$ cat src/rtl/alu_wb_p0.sv
// Port-0 ALU with an in-order result queue feeding a shared register-file write port.
// Each retired result is broadcast as a wakeup in the same cycle it is written.
package alu_wb_p0_pkg;
   typedef enum logic [3:0] {
      ALU_NOP  = 4'd0,
      ALU_ADD  = 4'd1,
      ALU_SUB  = 4'd2,
      ALU_SLL  = 4'd3,
      ALU_SR   = 4'd4,
      ALU_SRA  = 4'd5,
      ALU_SLT  = 4'd6,
      ALU_SLTU = 4'd7,
      ALU_XOR  = 4'd8,
      ALU_OR   = 4'd9,
      ALU_AND  = 4'd10
   } alu_func_e;

   typedef struct packed {
      logic [31:0] lhs;
      logic [31:0] rhs;
      logic [6:0]  rd;
      alu_func_e   alu_func;
   } INSTRUCTION_ALU;
endpackage

module alu_wb_p0
   import alu_wb_p0_pkg::*;
#(
   parameter int unsigned DEPTH = 8
) (
   input  logic           clk,
   input  logic           reset,
   input  INSTRUCTION_ALU instruction_i,
   output logic           ready_o,
   output logic           wr_en,
   output logic [6:0]     wr_addr,
   output logic [31:0]    wr_data,
   input  logic           wb_grant,
   output logic           wake_valid,
   output logic [6:0]     wake_tag,
   output logic           overflow_o
);

   localparam int unsigned PW = $clog2(DEPTH);
   localparam int unsigned CW = PW + 1;
   localparam logic [CW-1:0] FULL_COUNT = CW'(DEPTH);
   localparam logic [CW-1:0] READY_MAX  = CW'(DEPTH - 4);

   logic [38:0]   mem [DEPTH];
   logic [PW-1:0] wr_ptr, rd_ptr;
   logic [CW-1:0] count;
   logic          overflow_q;

   logic [31:0]   result;
   logic          op_valid;
   logic [4:0]    shamt;
   logic          push_req, push, pop, full;

   assign shamt = instruction_i.rhs[4:0];

   always_comb begin
      result   = '0;
      op_valid = 1'b1;
      case (instruction_i.alu_func)
         ALU_ADD:  result = instruction_i.lhs + instruction_i.rhs;
         ALU_SUB:  result = instruction_i.lhs - instruction_i.rhs;
         ALU_SLL:  result = instruction_i.lhs << shamt;
         ALU_SR:   result = instruction_i.lhs >> shamt;
         ALU_SRA:  result = $unsigned($signed(instruction_i.lhs) >>> shamt);
         ALU_SLT:  result = {31'd0, $signed(instruction_i.lhs) < $signed(instruction_i.rhs)};
         ALU_SLTU: result = {31'd0, instruction_i.lhs < instruction_i.rhs};
         ALU_XOR:  result = instruction_i.lhs ^ instruction_i.rhs;
         ALU_OR:   result = instruction_i.lhs | instruction_i.rhs;
         ALU_AND:  result = instruction_i.lhs & instruction_i.rhs;
         default:  op_valid = 1'b0;
      endcase
   end

   assign wr_en    = (count != '0);
   assign full     = (count == FULL_COUNT);
   assign pop      = wr_en & wb_grant;
   assign push_req = op_valid && (instruction_i.rd != '0);
   // A pop in the same cycle frees the head slot, so a full queue can still accept.
   assign push     = push_req && (!full || pop);

   always_ff @(posedge clk) begin
      if (reset) begin
         wr_ptr     <= '0;
         rd_ptr     <= '0;
         count      <= '0;
         overflow_q <= 1'b0;
      end else begin
         if (push) wr_ptr <= wr_ptr + 1'b1;
         if (pop)  rd_ptr <= rd_ptr + 1'b1;
         case ({push, pop})
            2'b10:   count <= count + 1'b1;
            2'b01:   count <= count - 1'b1;
            default: count <= count;
         endcase
         if (push_req && full && !pop) overflow_q <= 1'b1;
      end
   end

   always_ff @(posedge clk) begin
      if (!reset && push) mem[wr_ptr] <= {instruction_i.rd, result};
   end

   assign {wr_addr, wr_data} = mem[rd_ptr];
   assign wake_valid = pop;
   assign wake_tag   = wr_addr;
   assign ready_o    = (count <= READY_MAX);
   assign overflow_o = overflow_q;

endmodule
$ cat config.mk
export PLATFORM = sky130hd
export DESIGN_NAME = alu_wb_p0
export DESIGN_NICKNAME = d
export VERILOG_FILES = /design/src/rtl/alu_wb_p0.sv
export SDC_FILE = /design/constraint.sdc
export NUM_CORES = 1
export LEC_CHECK = 0
export ABC_AREA = 1
export BUFFER_PORTS_ARGS = -buffer_cell sky130_fd_sc_hd__buf_2
export CAP_MARGIN = 20
export CORE_MARGIN = 1.5
export CORE_UTILIZATION = 30
export CTS_CLUSTER_DIAMETER = 40
export CTS_CLUSTER_SIZE = 8
export DETAILED_ROUTE_END_ITERATION = 12
export GPL_TIMING_DRIVEN = 0
export PLACE_DENSITY_LB_ADDON = 0.12
export SLEW_MARGIN = 20
export SYNTH_ARGS = -nofsm -noshare
export SYNTH_HDL_FRONTEND = slang
export SYNTH_SLANG_ARGS = --single-unit
$ cat constraint.sdc
create_clock -name clk -period 5.55 [get_ports clk]
set_input_delay 0.555 -clock clk [delete_from_list [all_inputs] [get_ports clk]]
set_output_delay 0.555 -clock clk [all_outputs]
set_load 0.005 [all_outputs]
==> results.md, run 1 <==
- Gates resized, CTS repair: 0
- CTS H-Tree Depth: 2
- #FFs+latches synth: 326
- RSZ-0062 raised after global routing: false
- Sw Pwr: between 2000 and 3000 µW
- Hold Crit Depth: 2
- Share of the synthesized area in the top cell type: between 40 and 50%
- Routed WL: slightly above 100 mm
- PD cells: 305 mW/mm²
- Arrival @ worst endpoint: 4.17 ns
- Final Power: 8070 µW
- Final period utilization: between 70% and 80%
- Min Tclk post-route: about 4 ns
- Asr flop ratio synth: 0%
- Hold_ws: 0.211 ns
- Comb power frac: about 33%
- Core ar.: approximately 0.076 mm²
- Total Die Area: between 0.07 and 0.08 mm²
- Hpwl dp: 80.7 mm
- Worst setup EP type: flip-flop
- PortBufs: ~130
- Least-Margin Pin Slew: between 1 and 1.5 ns
- Worst vdd rail ir drop: 0.245 mV
- Rel. slew slack: approximately 31%
- Drt via density: about 5.3
- Post-synthesis instance area: about 0.023 mm²
- Pins Over Slew Limit: 0
- CTS tree: done
- Die Width: between 200 and 300 µm
- WP buf/inv: 4
- Initial core utilization: a little under a third
- Root Buffer: clkbuf_16
- Final net count: around 3500
- Hold Vio Cnt, Final: 0
- Post-synthesis sequential area ratio: a little over two fifths
- Flop pwr share: 35.8%
- Switching part of the total: roughly 36%
- Clk sinks: 326
- TritonCTS buffer count: 47
- Register-to-Register Path Depth: 9
- Top delay family on crit path: simple AND/OR/NAND/NOR gates
- Ys Warns: 0
- Initial antenna violation count: 4
- CTS hold repair buffers: 0
- Largest net degree at the start of global routing: 21
- Setup skew after layout: between 0.01 and 0.015 ns
- Post-Syn Nets: between 3000 and 4000
- Status: complete, no violations
- P_leak: 0.0118 µW
- Critical path type: in -> reg
- Skew-Pair Late Insertion Delay: between 0.5 and 0.6 ns
- Gr ovfl total: 0
- Worst EP required: around 5.7 ns
- Synthesized area per cell: 7.34 µm²
- # setup viols final: 0
- Post-route ant nets: 0
- Stages on the worst setup path: 15
- Row count: about 100
- # DRC: 0
- Placer's final routability congestion estimate: a little under 1
- Worst path max stage delay: ~0.48 ns
- Syn Inst Count: approximately 3100
- Share of total power in the clock network: 31.1%
- Clk pin slew, worst setup/hold paths: about 0.050 ns
- CP Cell Sequence: buf_2 -> clkinv_1 -> clkbuf_1 -> ha_1 -> buf_2 -> nor2_1 -> nand3_1 -> nand3b_1 -> nand2_1 -> nand2_1 -> nand2_1 -> nand3_1 -> nand2_1 -> nand3_1 -> nand3_1
- Top_reg_cell synth: edfxtp_1
- Post-synth top area cell: edfxtp_1
- Share of post-route cells with drive strength above 1: 10.3%
- Vias in the first global route: about 21000
- Top post-synthesis cells by area: edfxtp_1, nand2_1, nand3_1, nor2_1, ha_1
- P&R area growth vs syn: 15.5%
- Setup Buffers After CTS: 0
- Maxcap violations: 0
- CTS Buffer Depth: 3
- Distinct cells, synth: 46
- Die Ht: around 280 µm
- Detailed Route Iter0 Violations: between 2000 and 2500
- First-pass detailed-route iteration total: 6
- # IOs: ~130
- Post-synth EDFFs: between 300 and 400
- Critical path fanouts, max: 11
- First-pass GRT wire length: approximately 150 mm
- Hold Crit Class: in -> reg
- Detailed-route via count: between 20000 and 25000
- Fmax achieved: around 250 MHz
- Fill cells: around 8300
- Total Routing Usage GR: a little over a quarter
- Drt wl/cell: approximately 24 µm
- P_int: around 5200 µW
- Critical Path Start Type: primary input
- Slowest cell on crit path: clkbuf_1
path summary, 6_finish.rpt:
check                              start                      end  slack (ns)
setup / recovery       instruction_i[15]     mem[6][25]$_DFFE_PP_        1.52
hold / removal                     reset  overflow_o$_SDFFE_PP0P_        0.21
setup reg to reg   count[0]$_SDFFE_PP0P_     mem[0][10]$_DFFE_PP_        2.94
hold reg to reg   rd_ptr[2]$_SDFFE_PP0P_   rd_ptr[2]$_SDFFE_PP0P_        0.44
layout make-up:
class                   count  area (µm²)  share of cell area (%)
repair buffers            158        1000                    3.79
plain buffers             160         822                    3.10
well taps                 978        1220                    4.62
inverters                 321        1210                    4.57
multi-input cells        2318       11300                    42.7
clock inverters             4        42.5                   0.161
flip-flops and latches    326        9650                    36.4
clock buffers              58        1230                    4.63
diodes                      5        12.5                  0.0472
power by group through the flow:
stage	sequential, µW	clock, µW	combinational [µW]
finish	2880	2510	2670
global route	2890	2650	2950
CTS	2890	2560	2690
detailed placement	2930	0	2680
global placement	2940	0	2660
floorplan	2920	0	1540
Yosys cell counts (4+ instances only):
cell,instances
buf_4,23
nor2_1,440
buf_6,7
buf_2,63
nor3_1,24
nand3_2,4
edfxtp_1,312
xor2_1,4
nand3b_1,4
o21bai_1,14
nand2_2,7
and2_1,9
o22ai_1,54
buf_1,10
o21ai_0,219
o21ai_1,11
a31oi_1,47
o221ai_1,13
inv_2,7
inv_1,311
nand3_1,347
a21oi_1,104
clkbuf_1,54
dfxtp_1,14
nor2_2,5
o211ai_1,11
nand2_1,842
nand4_1,25
ha_1,105
cells by family (layout without fill, tap and decap cells):
logic type | after synthesis | in the layout | share of synthesized area (%)
AND/OR/NAND/NOR | 1719 | 1719 | 31.0
AO/OA/AOI/OAI | 487 | 487 | 11.9
buffers and inverters | 481 | 701 | 8.86
flip-flops | 326 | 326 | 42.1
adder cells (fa/ha/maj) | 108 | 108 | 5.99
XOR/XNOR | 4 | 4 | 0.153
other | 0 | 5 | 0
through the flow:
step                std cells  worst slack, ns  instance area (µm²)  setup TNS, ns  util [%]
finish                   4328             1.52                26500              0      34.9
global route             4323             1.43                26500              0      34.9
CTS                      4323             1.63                26500              0      34.9
detailed placement       4261             1.04                25200              0      33.2
global placement         4230            -2.66                24800        -379.48      32.7
floorplan                3125             1.17                22900              0         -
layer usage:
metal  GRT usage, %  up-vias  wire length, µm
met5              0        -               10
met4           11.1        2             4870
met3           3.13      202             8150
met2           41.4     1035            46200
met1           35.9    10700            44400
li1               -    10800                -
sequential cells by signal (all words and copies together) (netlist names), named ones only:
name / cells
rd_ptr: 3
count: 4
wr_ptr: 3
overflow_o: 1
mem: 312
placed cells by master, fill, tap and decap left out, types with 5 or more instances in the layout:
master       n
nand2_2      7
o21ai_1     11
clkbuf_16   47
nand2_1    842
buf_6       10
buf_2      190
inv_1      311
edfxtp_1   312
clkbuf_1    64
ha_1       105
a31oi_1     47
dfxtp_1     14
buf_4       43
o21bai_1    14
diode_2      5
nor3_1      20
nor2_1     436
inv_2        7
buf_1       10
a21oi_1    104
nand4_1     25
o221ai_1    13
o21ai_0    219
o211ai_1    11
nand3_1    347
and2_1       9
nor2_4       7
o22ai_1     54
nor2_2       5
Note: power is estimated with default switching activity, not from simulation.
==> run 2, diff against run 1 <==
==> constraint.sdc (replaced) <==
create_clock -name clk -period 3.56 [get_ports clk]
set_input_delay 0.356 -clock clk [delete_from_list [all_inputs] [get_ports clk]]
set_output_delay 0.356 -clock clk [all_outputs]
set_load 0.005 [all_outputs]
==> run 2 against run 1 <==
Net effect: sequential power is 56% higher; design area grew 0.14%; worst setup slack got worse by 1.5 ns; critical path type unchanged; highest routed layer unchanged.
==> results.md, run 2 (synthesis results as in run 1) <==
- Status: complete, no violations (unchanged)
- Critical path type: in -> reg (unchanged)
- CTS Buffer Depth: 3 (unchanged)
- RSZ-0062 raised after global routing: false (unchanged)
- Worst EP required: 3.77 ns (was 5.70 ns)
- P_leak: 0.0118 µW (about the same)
- Register-to-Register Path Depth: 9 (unchanged)
- Critical path fanouts, max: 11 (unchanged)
- Routed WL: 104 mm (about the same)
- Rel. slew slack: 35.1% (was 30.7%)
- Largest Register: mem (unchanged)
- Share of post-route cells with drive strength above 1: 10.5% (was 10.3%)
- P&R area growth vs syn: 15.7% (was 15.5%)
- Final net count: 3519 (was 3518)
- Critical Path Start Type: primary input (unchanged)
- PortBufs: 127 (unchanged)
- Skew-Pair Late Insertion Delay: 0.55 ns (about the same)
- Maxcap violations: 0 (unchanged)
- Setup tns final: 0 ns (unchanged)
- Fmax achieved: between 200 and 300 MHz
- Detailed-route via count: 22800 (about the same)
- First-pass GRT wire length: 148 mm (about the same)
- Total Routing Usage GR: 26.1% (about the same)
- Gr ovfl total: 0 (unchanged)
- Fin util: 35.0% (was 34.9%)
- Place WS: -0.754 ns (was 1.04 ns)
- Placed Cells: 4261 (unchanged)
- Largest net degree at the start of global routing: 21 (unchanged)
- Vias in the first global route: 21300 (about the same)
- CTS H-Tree Depth: 2 (unchanged)
- First-pass detailed-route iteration total: 8 (was 6)
- Worst setup EP type: flip-flop (unchanged)
- Clk sinks: 326 (unchanged)
- Final period utilization: between 90 and 100%
- Commonest cells after routing, fill and taps aside: nand2_1, nor2_1, nand3_1, edfxtp_1, inv_1 (unchanged)
- Final Power: 12600 µW (was 8070 µW)
- R2R Path Start: count[0]$_SDFFE_PP0P_ (unchanged)
- Worst vdd rail ir drop: 0.382 mV (was 0.245 mV)
- Hpwl dp: 80.7 mm (unchanged)
- Detailed Route Iter0 Violations: 2266 (was 2399)
- Die Width: 279 µm (unchanged)
- Hold Vio Cnt, Final: 0 (unchanged)
- # DRC: 0 (unchanged)
- # IOs: 128 (unchanged)
- Initial core utilization: 30.2% (unchanged)
- Die Ht: 279 µm (unchanged)
- Drt wl/cell: 23.9 µm (about the same)
- Top flop regs: mem: 312 flops, count: 4 flops (unchanged)
- Arrival @ worst endpoint: 3.71 ns (was 4.17 ns)
- Most common cell after layout, fill and taps aside: nand2_1 (unchanged)
- Total Die Area: 0.0781 mm² (unchanged)
- Core ar.: 0.0758 mm² (unchanged)
- Reg2reg end: mem[0][14]$_DFFE_PP_ (was mem[0][10]$_DFFE_PP_)
- PD cells: 474 mW/mm² (was 305 mW/mm²)
- TritonCTS buffer count: 47 (unchanged)
- Hold Crit Class: in -> reg (unchanged)
- Max reg flops: 312 (unchanged)
- Root Buffer: clkbuf_16 (unchanged)
- Worst min-delay path endpoint: mem[1][32]$_DFFE_PP_ (was overflow_o$_SDFFE_PP0P_)
- Setup skew after layout: 0.0152 ns (was 0.0135 ns)
- Row count: 101 (unchanged)
- Least-Margin Pin Slew: 0.973 ns (was 1.03 ns)
- Initial antenna violation count: 4 (unchanged)
- Clk pin slew, worst setup/hold paths: 0.05 ns (about the same)
- Placer's final routability congestion estimate: 0.994 (unchanged)
- Drt via density: 5.27 (about the same)
- HP Start: instruction_i[4] (was reset)
- Non-Filler Instances: 4329 (was 4328)
- Pins Over Slew Limit: 0 (unchanged)
- # setup viols final: 0 (unchanged)
- Post-route ant nets: 0 (unchanged)
- Hold Crit Depth: 1 (was 2)
- Min Tclk post-route: about 3.5 ns
- Reg2Reg Setup Slack: 0.94 ns (was 2.94 ns)
- Final WS setup: 0.0660 ns (was 1.52 ns)
- Setup Buffers After CTS: 0 (unchanged)
- CTS tree: done (unchanged)
==> run 2: cell count changes in the layout (fill, tap and decap cells not counted) <==
| cell | change |
|---|---|
| nand3_1 | -4 |
| nand3_2 | +4 |
| clkbuf_1 | -1 |
| clkbuf_2 | +1 |
| clkinv_1 | -1 |
| clkinvlp_4 | +1 |
| dlygate4sd3_1 | +1 |
| nand2_1 | -1 |
| nand2_2 | +1 |
==> run 2: how the worst max path moves through the flow <==
| stage | cells past startpoint | start | slack [ns] | endpoint |
|---|---|---|---|---|
| floorplan | 7 | instruction_i[3] | -0.62 | mem[2][0]$_DFFE_PP_ |
| global placement | 8 | instruction_i[1] | -4.45 | mem[0][13]$_DFFE_PP_ |
| detailed placement | 15 | instruction_i[15] | -0.75 | mem[2][29]$_DFFE_PP_ |
| CTS | 15 | instruction_i[15] | 0.04 | mem[1][25]$_DFFE_PP_ |
| global route | 15 | instruction_i[14] | 0.02 | mem[1][25]$_DFFE_PP_ |
| finish | 15 | instruction_i[14] | 0.07 | mem[1][25]$_DFFE_PP_ |
==> run 2: worst max-delay path, stage by stage <==
cell      delay [ns]
buf_2           0.24
inv_2           0.16
buf_2           0.30
buf_2           0.35
ha_1            0.39
nor2_1          0.36
nand3_1         0.13
nand3b_1        0.31
nand2_1         0.09
nand2_1         0.20
nand2_1         0.12
nand3_1         0.08
nand2_1         0.05
nand3_1         0.22
nand3_2         0.31
==> run 2: report_power, final <==
group	internal [µW]	total (µW)	switching, µW	leakage [µW]
logic	1250	4170	2920	0.00822
registers	4440	4500	56.9	0.00298
clock network	2380	3910	1540	0.000620
total	8070	12600	4510	0.0118
==> run 2: final cells by class <==
| class | count | area (µm²) |
|---|---|---|
| Multi-Input combinational cell | 2318 | 11300 |
| Buffer | 160 | 823 |
| Timing Repair Buffer | 159 | 1010 |
| Clock buffer | 58 | 1230 |
| Inverter | 321 | 1210 |
| Tap cell | 978 | 1220 |
| Fill cell | 8280 | 49300 |
| Clock inverter | 4 | 42.5 |
| Antenna cell | 5 | 12.5 |
| Sequential cell | 326 | 9650 |
==> run 2: repair_timing <==
| action | in CTS | in global routing |
|---|---|---|
| gates resized for setup | 3 | 4 |
| hold buffers | 1 | 0 |
| hold endpoints to repair | 1 | 0 |
| setup endpoints to repair | 24 | 48 |
==> run 2: stage by stage <==
step	area (µm²)	hold WS, ns
after floorplan	22900	0.412
after global placement	24800	0.429
after detailed placement	25200	0.436
after CTS	26500	0.0788
after global routing	26500	0.102
final	26500	0.104
==> run 2: per-layer routing <==
layer  track usage, %  share of wire [%]
met4             11.0                4.7
met3             3.04                7.9
met1             35.9                 43
met2             41.5                 45
met5                0              0.011
